$ cat src/rtl/mdu_iter.sv
// Iterative RV64M multiply/divide unit: shift-add multiplier, restoring divider, valid/ready in and out.
// Optional build macro MDU_FAST_MUL_EN replaces the iterative multiplier with a single-cycle one.
module mdu_iter #(
    parameter int XLEN = 64
) (
    input  logic            clock,
    input  logic            reset,
    input  logic            in_valid,
    output logic            in_ready,
    input  logic [2:0]      op,
    input  logic            is_word,
    input  logic [XLEN-1:0] src1,
    input  logic [XLEN-1:0] src2,
    input  logic            flush,
    output logic            out_valid,
    input  logic            out_ready,
    output logic [XLEN-1:0] result
);

    localparam int CW = $clog2(XLEN + 1);

    localparam logic [2:0] OP_MUL    = 3'd0;
    localparam logic [2:0] OP_MULH   = 3'd1;
    localparam logic [2:0] OP_MULHSU = 3'd2;
    localparam logic [2:0] OP_MULHU  = 3'd3;
    localparam logic [2:0] OP_DIV    = 3'd4;
    localparam logic [2:0] OP_DIVU   = 3'd5;
    localparam logic [2:0] OP_REM    = 3'd6;
    localparam logic [2:0] OP_REMU   = 3'd7;

    typedef enum logic [1:0] {IDLE, MUL, DIV, DONE} state_t;

    function automatic logic signed [XLEN-1:0] sext32(input logic [31:0] v);
        return {{(XLEN-32){v[31]}}, v};
    endfunction

    function automatic logic [XLEN-1:0] zext32(input logic [31:0] v);
        return {{(XLEN-32){1'b0}}, v};
    endfunction

    // Applies result signs and word narrowing to the raw {hi, lo} core output.
    // For multiplies {hi, lo} is the product; for divides hi is the remainder, lo the quotient.
    function automatic logic [XLEN-1:0] finalize(
        input logic [2:0]      f_op,
        input logic            f_word,
        input logic            f_neg,
        input logic            f_rneg,
        input logic [XLEN-1:0] f_hi,
        input logic [XLEN-1:0] f_lo
    );
        logic [2*XLEN-1:0] prod;
        logic [XLEN-1:0]   quo;
        logic [XLEN-1:0]   rem;
        logic [XLEN-1:0]   res;
        prod = f_neg ? -{f_hi, f_lo} : {f_hi, f_lo};
        quo  = f_neg ? -f_lo : f_lo;
        rem  = f_rneg ? -f_hi : f_hi;
        case (f_op)
            OP_MUL:                       res = f_word ? sext32(prod[XLEN-1 -: 32]) : prod[XLEN-1:0];
            OP_MULH, OP_MULHSU, OP_MULHU: res = prod[2*XLEN-1:XLEN];
            OP_DIV, OP_DIVU:              res = f_word ? sext32(quo[31:0]) : quo;
            default:                      res = f_word ? sext32(rem[31:0]) : rem;
        endcase
        return res;
    endfunction

    state_t state, state_nxt;
    logic [CW-1:0]   cnt, cnt_nxt;
    logic            quick_q;
    logic [2:0]      op_q;
    logic            word_q;
    logic            neg_q;
    logic            rneg_q;
    logic [XLEN-1:0] acc_hi;
    logic [XLEN-1:0] acc_lo;
    logic [XLEN-1:0] mcand;

    // Operand preparation, evaluated on the request inputs
    logic                   word_eff;
    logic                   sgn1, sgn2;
    logic signed [XLEN-1:0] a_ext, b_ext;
    logic signed [XLEN-1:0] min_neg;
    logic                   s1, s2;
    logic [XLEN-1:0]        mag_a, mag_b;
    logic [XLEN-1:0]        dividend_res;
    logic                   div_zero, ovf, special;
    logic [XLEN-1:0]        special_val;
    logic                   quick;
    logic [XLEN-1:0]        quick_val;
    logic [CW-1:0]          n_acc;
    logic                   accept;

    always_comb begin
        word_eff = is_word && (op == OP_MUL || op[2]);
        sgn1     = (op == OP_MULH) || (op == OP_MULHSU) || (op == OP_DIV) || (op == OP_REM);
        sgn2     = (op == OP_MULH) || (op == OP_DIV) || (op == OP_REM);
        a_ext    = word_eff ? (sgn1 ? sext32(src1[31:0]) : zext32(src1[31:0])) : src1;
        b_ext    = word_eff ? (sgn2 ? sext32(src2[31:0]) : zext32(src2[31:0])) : src2;
        s1       = sgn1 && a_ext[XLEN-1];
        s2       = sgn2 && b_ext[XLEN-1];
        mag_a    = s1 ? -a_ext : a_ext;
        mag_b    = s2 ? -b_ext : b_ext;
        min_neg  = word_eff ? sext32(32'h8000_0000) : {1'b1, {(XLEN-1){1'b0}}};
        div_zero = op[2] && (b_ext == '0);
        ovf      = (op == OP_DIV || op == OP_REM) && (b_ext == '1) && (a_ext == min_neg);
        special  = div_zero || ovf;
        dividend_res = word_eff ? sext32(src1[31:0]) : src1;
        if (div_zero) begin
            special_val = op[1] ? dividend_res : '1;
        end else begin
            special_val = op[1] ? '0 : dividend_res;
        end
        n_acc = word_eff ? CW'(32) : CW'(XLEN);
    end

`ifdef MDU_FAST_MUL_EN
    logic [2*XLEN-1:0] fast_prod;
    logic [2*XLEN-1:0] fast_al;
    logic [XLEN-1:0]   fast_val;

    // Word multiplies are shifted so their low 32 bits sit where the iterative core leaves them
    assign fast_prod = {{XLEN{1'b0}}, mag_a} * {{XLEN{1'b0}}, mag_b};
    assign fast_al   = word_eff ? (fast_prod << (XLEN - 32)) : fast_prod;
    assign fast_val  = finalize(op, word_eff, s1 ^ s2, s1, fast_al[2*XLEN-1:XLEN], fast_al[XLEN-1:0]);
    assign quick     = special || !op[2];
    assign quick_val = op[2] ? special_val : fast_val;
`else
    assign quick     = special;
    assign quick_val = special_val;
`endif

    assign accept    = (state == IDLE) && in_valid && !flush;
    assign in_ready  = (state == IDLE);
    assign out_valid = (state == DONE);

    // One iteration step of either core
    logic [XLEN:0]   mul_sum;
    logic [XLEN:0]   div_rr, div_diff;
    logic            div_ge;
    logic [XLEN-1:0] step_hi, step_lo;
    logic [XLEN-1:0] done_val;

    always_comb begin
        mul_sum  = {1'b0, acc_hi} + (acc_lo[0] ? {1'b0, mcand} : '0);
        div_rr   = {acc_hi, acc_lo[XLEN-1]};
        div_diff = div_rr - {1'b0, mcand};
        div_ge   = !div_diff[XLEN];
        if (state == MUL) begin
            step_hi = mul_sum[XLEN:1];
            step_lo = {mul_sum[0], acc_lo[XLEN-1:1]};
        end else begin
            step_hi = div_ge ? div_diff[XLEN-1:0] : div_rr[XLEN-1:0];
            step_lo = {acc_lo[XLEN-2:0], div_ge};
        end
        done_val = quick_q ? acc_lo : finalize(op_q, word_q, neg_q, rneg_q, step_hi, step_lo);
    end

    // Single-cycle results (special divides, fast multiplies) wait one cycle in DIV with cnt = 1
    always_comb begin
        state_nxt = state;
        cnt_nxt   = cnt;
        if (flush) begin
            state_nxt = IDLE;
        end else begin
            case (state)
                IDLE: begin
                    if (in_valid) begin
                        state_nxt = (quick || op[2]) ? DIV : MUL;
                        cnt_nxt   = quick ? CW'(1) : n_acc;
                    end
                end
                MUL, DIV: begin
                    cnt_nxt = cnt - CW'(1);
                    if (cnt == CW'(1)) state_nxt = DONE;
                end
                DONE: begin
                    if (out_ready) state_nxt = IDLE;
                end
                default: state_nxt = IDLE;
            endcase
        end
    end

    always_ff @(posedge clock) begin
        if (reset) begin
            state   <= IDLE;
            cnt     <= '0;
            quick_q <= 1'b0;
            result  <= '0;
        end else begin
            state <= state_nxt;
            cnt   <= cnt_nxt;
            if (accept) quick_q <= quick;
            if (state != DONE && state_nxt == DONE) result <= done_val;
        end
    end

    always_ff @(posedge clock) begin
        if (accept) begin
            op_q   <= op;
            word_q <= word_eff;
            neg_q  <= s1 ^ s2;
            rneg_q <= s1;
            acc_hi <= '0;
            if (quick) begin
                acc_lo <= quick_val;
                mcand  <= '0;
            end else if (op[2]) begin
                // Dividend is MSB-aligned so both widths shift out from bit XLEN-1
                acc_lo <= word_eff ? (mag_a << (XLEN - 32)) : mag_a;
                mcand  <= mag_b;
            end else begin
                acc_lo <= mag_b;
                mcand  <= mag_a;
            end
        end else if ((state == MUL || state == DIV) && !quick_q) begin
            acc_hi <= step_hi;
            acc_lo <= step_lo;
        end
    end

endmodule
$ cat config.mk
export PLATFORM = sky130hd
export DESIGN_NAME = mdu_iter
export DESIGN_NICKNAME = d
export VERILOG_FILES = /design/src/rtl/mdu_iter.sv
export SDC_FILE = /design/constraint.sdc
export NUM_CORES = 2
export LEC_CHECK = 0
export ABC_AREA = 1
export CAP_MARGIN = 20
export CORE_ASPECT_RATIO = 0.75
export CORE_MARGIN = 2
export CORE_UTILIZATION = 23
export CTS_CLUSTER_DIAMETER = 200
export CTS_CLUSTER_SIZE = 14
export DETAILED_ROUTE_END_ITERATION = 10
export HOLD_SLACK_MARGIN = 0.06
export PLACE_DENSITY = 0.36
export SETUP_SLACK_MARGIN = 0.15
export SLEW_MARGIN = 20
export SYNTH_ARGS = -nofsm -noshare
export SYNTH_HDL_FRONTEND = slang
export SYNTH_SLANG_ARGS = --single-unit
$ cat constraint.sdc
create_clock -name clock -period 6 [get_ports clock]
set_input_delay 1.8 -clock clock [delete_from_list [all_inputs] [get_ports clock]]
set_output_delay 1.8 -clock clock [all_outputs]
set_load 0.01 [all_outputs]
# --- After elaboration in Yosys (flattened, before gate mapping) ---
# Index checks and enable logic that the tools add are counted.
word_totals:
  output_inout_bits: 66
  reg_bits: 272
op_classes:
  n_reduce_logical: 33
  n_eq_ne: 18
  mux: 39
  add_sub_neg: 8
  bitwise: 2
op_table:
  columns: ["operator", "count"]
  rows:
  - ["$mux W64", 25]
  - ["$neg A64 Y64", 4]
  - ["$pmux W64 S3", 1]
  - ["$mux W128", 1]
  - ["$neg A128 Y128", 1]
  - ["$mux W63", 2]
  - ["$add A64 B64 Y65", 1]
  - ["$sub A65 B64 Y65", 1]
  - ["$eq A64 B64 Y1", 1]
  - ["$eq A64 B64 Y1 const B", 1]
  - ["$logic_not A64 Y1", 1]
  - ["$mux W7", 3]
  - ["$pmux W7 S2", 1]
  - ["$eq A3 B3 Y1 const B", 4]
  - ["$logic_and A1 B1 Y1", 10]
  - ["$logic_or A1 B1 Y1", 10]
  - ["$mux W2", 5]
  - ["$eq A3 B2 Y1 const B", 3]
  - ["$eq A7 B1 Y1 const B", 1]
  - ["$sub A7 B1 Y7 const B", 1]
  - ["$eq A2 B2 Y1 const B", 3]
  - ["$eq A3 B1 Y1 const B", 2]
  - ["$logic_not A3 Y1", 2]
  - ["$pmux W2 S3", 1]
  - ["10 further kinds", 15]

# --- Logic depth before layout (Yosys ltp) ---
logic_depth:
  depth_word: 16
  depth_mapped: 42

# --- Worst setup path before layout ---
# Ideal clock, no wire load.
synth_path:
  path_kind: "input port to flip-flop"
  startpoint: "input in_valid"
  endpoint: "register acc_lo[15] (data pin)"
  slack_ns: 1.012
  cell_stages: 5
  t_required_ns: 5.637
  arrival_time_ns: 4.626
  setup_ns: 0.363
  path_buffers: 2
  path_cell_list: "nand2_1 nor2_1 clkbuf_1 buf_1 o22ai_1"
synth_via:
  elab_chain_len: 3
synth_lines:
  columns: ["item", "line_no", "text"]
  rows:
  - ["from (decl)", "8", "input logic in_valid,"]
  - ["$logic_and A1 B1 Y1 (2 in a row)", "132", "assign accept = (state == IDLE) && in_valid && !flush;"]
  - ["named net accept", "91", "logic accept;"]
  - ["$mux W64", "199", "if (accept) begin"]
  - ["to (signal assigned)", "206", "acc_lo <= quick_val;"]
  - ["to (signal assigned)", "210", "acc_lo <= word_eff ? (mag_a << (XLEN - 32)) : mag_a;"]
  - ["to (signal assigned)", "213", "acc_lo <= mag_b;"]
  - ["to (decl)", "75", "logic [XLEN-1:0] acc_lo;"]
# The timed path passes the listed nets, and every way through them passes these cells.
# A chain may end at the register's enable or synchronous reset.

# --- Final worst setup path ---
layout_path:
  startpoint: "register state[1]"
  endpoint: "register result[33]"
layout_via:
  elab_chain_len: 7
  elab_cells_between_ends: 26
layout_lines:
  columns: ["item", "line_no", "text"]
  rows:
  - ["from (decl)", "67", "state_t state, state_nxt;"]
  - ["from (signal assigned)", "191", "state <= state_nxt;"]
  - ["$eq A2 B1 Y1", "148, 165", null]
  - ["$mux W64", "148", "if (state == MUL) begin"]
  - ["$neg A128 Y128, or another cell as far along", "55", "prod = f_neg ? -{f_hi, f_lo} : {f_hi, f_lo};"]
  - ["$mux W128, or another cell as far along", "55", null]
  - ["$mux W63, or another cell as far along", "59", "OP_MUL: res = f_word ? sext32(prod[XLEN-1 -: 32]) : prod[XLEN-1:0];"]
  - ["$pmux W64 S3", "58", "case (f_op)"]
  - ["$mux W64", "155", "done_val = quick_q ? acc_lo : finalize(op_q, word_q, neg_q, rneg_q, step_hi, step_lo);"]
  - ["to (signal assigned)", "194", "if (state != DONE && state_nxt == DONE) result <= done_val;"]
  - ["to (decl)", "17", "output logic [XLEN-1:0] result"]
# Several ways; a longest one is shown, not always the timed one.

==> summary.md <==
| Metric | Value |
|---|---|
| Clock tree from TritonCTS | yes |
| Remaining routing DRC violations | 0 |
| Gate Count Post-Synth | 7342 |
| Layout cells sized above 1 | between 15 and 20% |
| Synth-to-layout area growth | 33.3% |
| Vias per Instance | 5.12 |
| Post-cts hold buffer count | 0 |
| Number of buffers created by CTS | 23 |
| Initial antenna violation count | 20 |
| Main synth FF type | sky130_fd_sc_hd__dfxtp_1 |
| Clock Pin Slew Worst Setup and Hold Paths | 0.08 ns |
| Wire length of the first global-routing pass | 403000 um |
| Half-perimeter wire length of the detailed placement result | 257000 um |
| Worst setup path endpoint | result[33] |
| Clock tree skew after final layout | 0.110 ns |
| Max Clk Rate | 0.172 GHz |
| Core area | 172000 um2 |
| Leakage power total | approximately 27 nW |
| GP Congestion | 1.06 |
| I/O Pins | 203 |
| Critical path data arrival time | 6.43 ns |
| Filler Cell Count | 19900 |
| Max-slew headroom at the worst pin | 23.0% |
| Initial Util | 23.1% |
| Aggregate global-route resource usage | between 30% and 40% |
| Startpoint of the most critical setup path | state[1] |
| Endpoint of the most critical register-to-register path | result[33] |
| Detailed-route wire length per cell | 27.9 um |
| Path type of the worst min-delay path | reg2reg |
| Post-layout utilization of the core | a little under a third |
| Number of clock sinks | 272 |
| Maximum number of pins on one net before global-route repair | 152 |
| Syn nets | 7619 |
| Number of enable-type register cells in the synthesized netlist | 134 |
| Kind of capture point of the worst setup path | flip-flop |
| Number of levels in the clock H-tree | 1 |
| Hold Vio Cnt, Final | 0 |
| Die Span Y | ~360 um |
| Number of pins with negative max-slew slack in the final report | 0 |
| DRT Pass-1 Iters | 8 |
| Launching element type of the critical path | flip-flop |
| Number of max-cap violations | 0 |
| Reg2Reg Depth | 25 |
| Slack of the worst reg-to-reg path | between 0.15 and 0.2 ns |
| Final clock period utilization by the worst path | 97.1% |
| Number of global-route vias before repair | a little under 50000 |
| Reg2reg start | state[1] |
| Total of warnings raised by yosys | 0 |
| Post-synthesis async set-or-reset flop share | 0% |
| Combined area of all synthesized cells | 39700 um2 |
| Sum of negative setup slack | 0 ns |
| Aggregate global routing overflow | 0 |
| Required arrival time at the worst endpoint | 6.60 ns |
| Commonest cells after routing, fill and taps aside | sky130_fd_sc_hd__nand2_1, sky130_fd_sc_hd__inv_1, sky130_fd_sc_hd__buf_4 |
| PD cells | ~350 nW/um2 |
| Setup violations, final | 0 |
| Multi-input gate area in the final layout | 27700 um2 |
| Unrepaired setup endpoints after global routing | yes |
| Crit path max fanout | 75 |
| Fin area | 52900 um2 |
| Syn avg cell area | 5.41 um2 |
| Worst-Skew Late Latency | 0.70 ns |
| # nets final | 8686 |
| Horiz. Die Dim | approximately 480 um |
| Slew of the pin with the lowest slew margin | 1.14 ns |
| Most common cell after layout, fill and taps aside | sky130_fd_sc_hd__nand2_1 |
| Clock root buffer | sky130_fd_sc_hd__clkbuf_16 |
| Number of buffers between clock root and the deepest sink | 3 |
| Worst ir drop on vdd | ~270 uV |
| # rows | 132 |
| Seq cells post-synth | 272 |
| Placed instance area | 52100 um2 |
| Storage element area | around 6800 um2 |
| Wire length reported by the detailed router | between 200000 and 300000 um |
| Antenna-violating nets left | 0 |
| Share of the yosys chip area belonging to registers | 17.1% |
| Vias post-DR | 54800 |
| Status | completed |
| Buffers on Ports | 202 |
| Count of distinct cell types in the synthesized netlist | 65 |
| Violation count after the first detailed-route iteration | 7994 |
| Post-layout min period | 5.83 ns |
| Crit Path Class | reg2reg |
| Die ar. | approximately 180000 um2 |
==> stage by stage <==
step           instances  setup slack, ns  total power [mW]  hold WS (ns)
6_report           10700            0.174              18.7         0.466
5_1_grt            10700            0.114              19.6         0.485
4_1_cts            10700           0.0414              18.2         0.468
3_5_place_dp       10700           -0.613              16.4         0.457
3_3_place_gp       10700            -1.06              16.6         0.456
2_1_floorplan       7342             1.01              8.54         0.483
==> area by class of cell <==
type | count | share of cell area [%]
Multi-Input combinational cell | 5679 | 52.4
Timing Repair Buffer | 1293 | 20.1
Sequential cell | 272 | 12.8
Inverter | 1140 | 8.10
Tap cell | 2278 | 5.39
Clock buffer | 37 | 1.19
Clock inverter | 2 | 0.0331
Antenna cell | 5 | 0.0236
==> state kept, by name (all words and copies together) (netlist names), 2 cells and up <==
name / count
acc_hi: 64
acc_lo: 64
mcand: 64
result: 64
cnt: 7
op_q: 3
state: 2
==> synthesized netlist by cell type (5+ instances only) <==
library cell | number | area (um2)
sky130_fd_sc_hd__nand2_1 | 2379 | 8930
sky130_fd_sc_hd__inv_1 | 1111 | 4170
sky130_fd_sc_hd__nor2_1 | 860 | 3230
sky130_fd_sc_hd__o21ai_0 | 487 | 2440
sky130_fd_sc_hd__a21oi_1 | 474 | 2370
sky130_fd_sc_hd__nand3_1 | 462 | 2310
sky130_fd_sc_hd__xor2_1 | 171 | 1500
sky130_fd_sc_hd__clkbuf_1 | 150 | 563
sky130_fd_sc_hd__dfxtp_1 | 138 | 2760
sky130_fd_sc_hd__ha_1 | 138 | 1730
sky130_fd_sc_hd__edfxtp_1 | 134 | 4020
sky130_fd_sc_hd__o22ai_1 | 101 | 632
sky130_fd_sc_hd__nor3_1 | 87 | 435
sky130_fd_sc_hd__nand4_1 | 82 | 513
sky130_fd_sc_hd__buf_2 | 47 | 235
sky130_fd_sc_hd__xnor2_1 | 46 | 403
sky130_fd_sc_hd__or2_2 | 39 | 244
sky130_fd_sc_hd__o211ai_1 | 38 | 285
sky130_fd_sc_hd__buf_1 | 36 | 135
sky130_fd_sc_hd__nand2_2 | 26 | 163
sky130_fd_sc_hd__nor4_1 | 26 | 163
sky130_fd_sc_hd__inv_2 | 24 | 90.1
sky130_fd_sc_hd__o21bai_1 | 22 | 165
sky130_fd_sc_hd__nor2_2 | 21 | 131
sky130_fd_sc_hd__mux2i_1 | 20 | 200
sky130_fd_sc_hd__a21oi_2 | 19 | 166
sky130_fd_sc_hd__nand3b_1 | 18 | 135
sky130_fd_sc_hd__o21ai_1 | 17 | 85.1
sky130_fd_sc_hd__a31oi_1 | 13 | 81.3
sky130_fd_sc_hd__buf_6 | 13 | 146
sky130_fd_sc_hd__nand3_2 | 13 | 130
sky130_fd_sc_hd__o31ai_1 | 13 | 97.6
sky130_fd_sc_hd__a22oi_1 | 12 | 90.1
sky130_fd_sc_hd__o221ai_1 | 12 | 105
sky130_fd_sc_hd__o21a_1 | 9 | 67.6
sky130_fd_sc_hd__a21o_1 | 7 | 52.6
sky130_fd_sc_hd__nand2_4 | 6 | 67.6
sky130_fd_sc_hd__nor2_4 | 6 | 67.6
sky130_fd_sc_hd__clkinv_1 | 5 | 18.8
sky130_fd_sc_hd__o21ai_2 | 5 | 43.8
==> layer usage <==
metal | global-route usage [%] | part of all wire [%] | wire (um) | up-vias
met1 | 50.3 | 49 | 146000 | 26000
li1 | - | - | - | 25600
met3 | 7.37 | 11 | 32500 | 286
met2 | 44.0 | 38 | 112000 | 2870
met4 | 7.75 | 2.7 | 8150 | 10
met5 | 0 | 0.022 | 67 | -
==> report_power, final <==
group / internal [mW] / leakage, nW / total, mW / switching, mW
Clock: 0.720 / 0.309 / 1.66 / 0.942
Combinational: 4.89 / 24.0 / 14.6 / 9.75
Sequential: 2.18 / 2.39 / 2.43 / 0.245
Total: 7.79 / 26.7 / 18.7 / 10.9
==> worst min path at each step <==
stage | to | start | cells after the start | slack [ns]
after floorplan | acc_hi[37] | acc_hi[37] | 2 | 0.48
after global placement | result[57] | result[57] | 2 | 0.46
after detailed placement | result[45] | result[45] | 2 | 0.46
after CTS | result[45] | result[45] | 2 | 0.47
after global routing | result[25] | result[25] | 2 | 0.48
final | result[28] | result[28] | 2 | 0.47
==> critical path, cell delays in order, from the launching register on <==
cell and delay, ns:
sky130_fd_sc_hd__dfxtp_1 0.36, sky130_fd_sc_hd__inv_1 0.11, sky130_fd_sc_hd__ha_4 0.30, sky130_fd_sc_hd__buf_12 0.27
sky130_fd_sc_hd__o21ai_0 0.84, sky130_fd_sc_hd__inv_1 0.34, sky130_fd_sc_hd__nor2_1 0.16, sky130_fd_sc_hd__inv_1 0.08
sky130_fd_sc_hd__nor3_2 0.23, sky130_fd_sc_hd__nand4_1 0.22, sky130_fd_sc_hd__nor3_1 0.29, sky130_fd_sc_hd__nand2_1 0.12
sky130_fd_sc_hd__nor2_1 0.39, sky130_fd_sc_hd__buf_4 0.23, sky130_fd_sc_hd__o21ai_0 0.11, sky130_fd_sc_hd__nand3_1 0.16
sky130_fd_sc_hd__nand2_1 0.09, sky130_fd_sc_hd__nand2_1 0.13, sky130_fd_sc_hd__buf_12 0.17, sky130_fd_sc_hd__buf_4 0.20
sky130_fd_sc_hd__o21ai_0 0.24, sky130_fd_sc_hd__nand2_1 0.19, sky130_fd_sc_hd__inv_1 0.06, sky130_fd_sc_hd__nand3_1 0.19
sky130_fd_sc_hd__nand2_1 0.09, sky130_fd_sc_hd__a21oi_1 0.12
==> logic make-up after synthesis <==
group,count (synthesis),synth area share [%]
AND/OR/NAND/NOR,4044,42.0
adder cells (fa/ha/maj),140,4.45
multiplexers,20,0.504
AO/OA/AOI/OAI,1258,17.5
buffers and inverters,1391,13.7
flip-flops,272,17.1
XOR/XNOR,217,4.79
==> repair_timing <==
item,4_1_cts,5_1_grt
setup buffers,0,5
endpoints found under the setup margin,5,61
gates resized for setup,4,45
cloned,0,0
endpoints found under the hold margin,0,0
pin swaps,0,5
No activity file was read; power rests on OpenSTA's default activity.
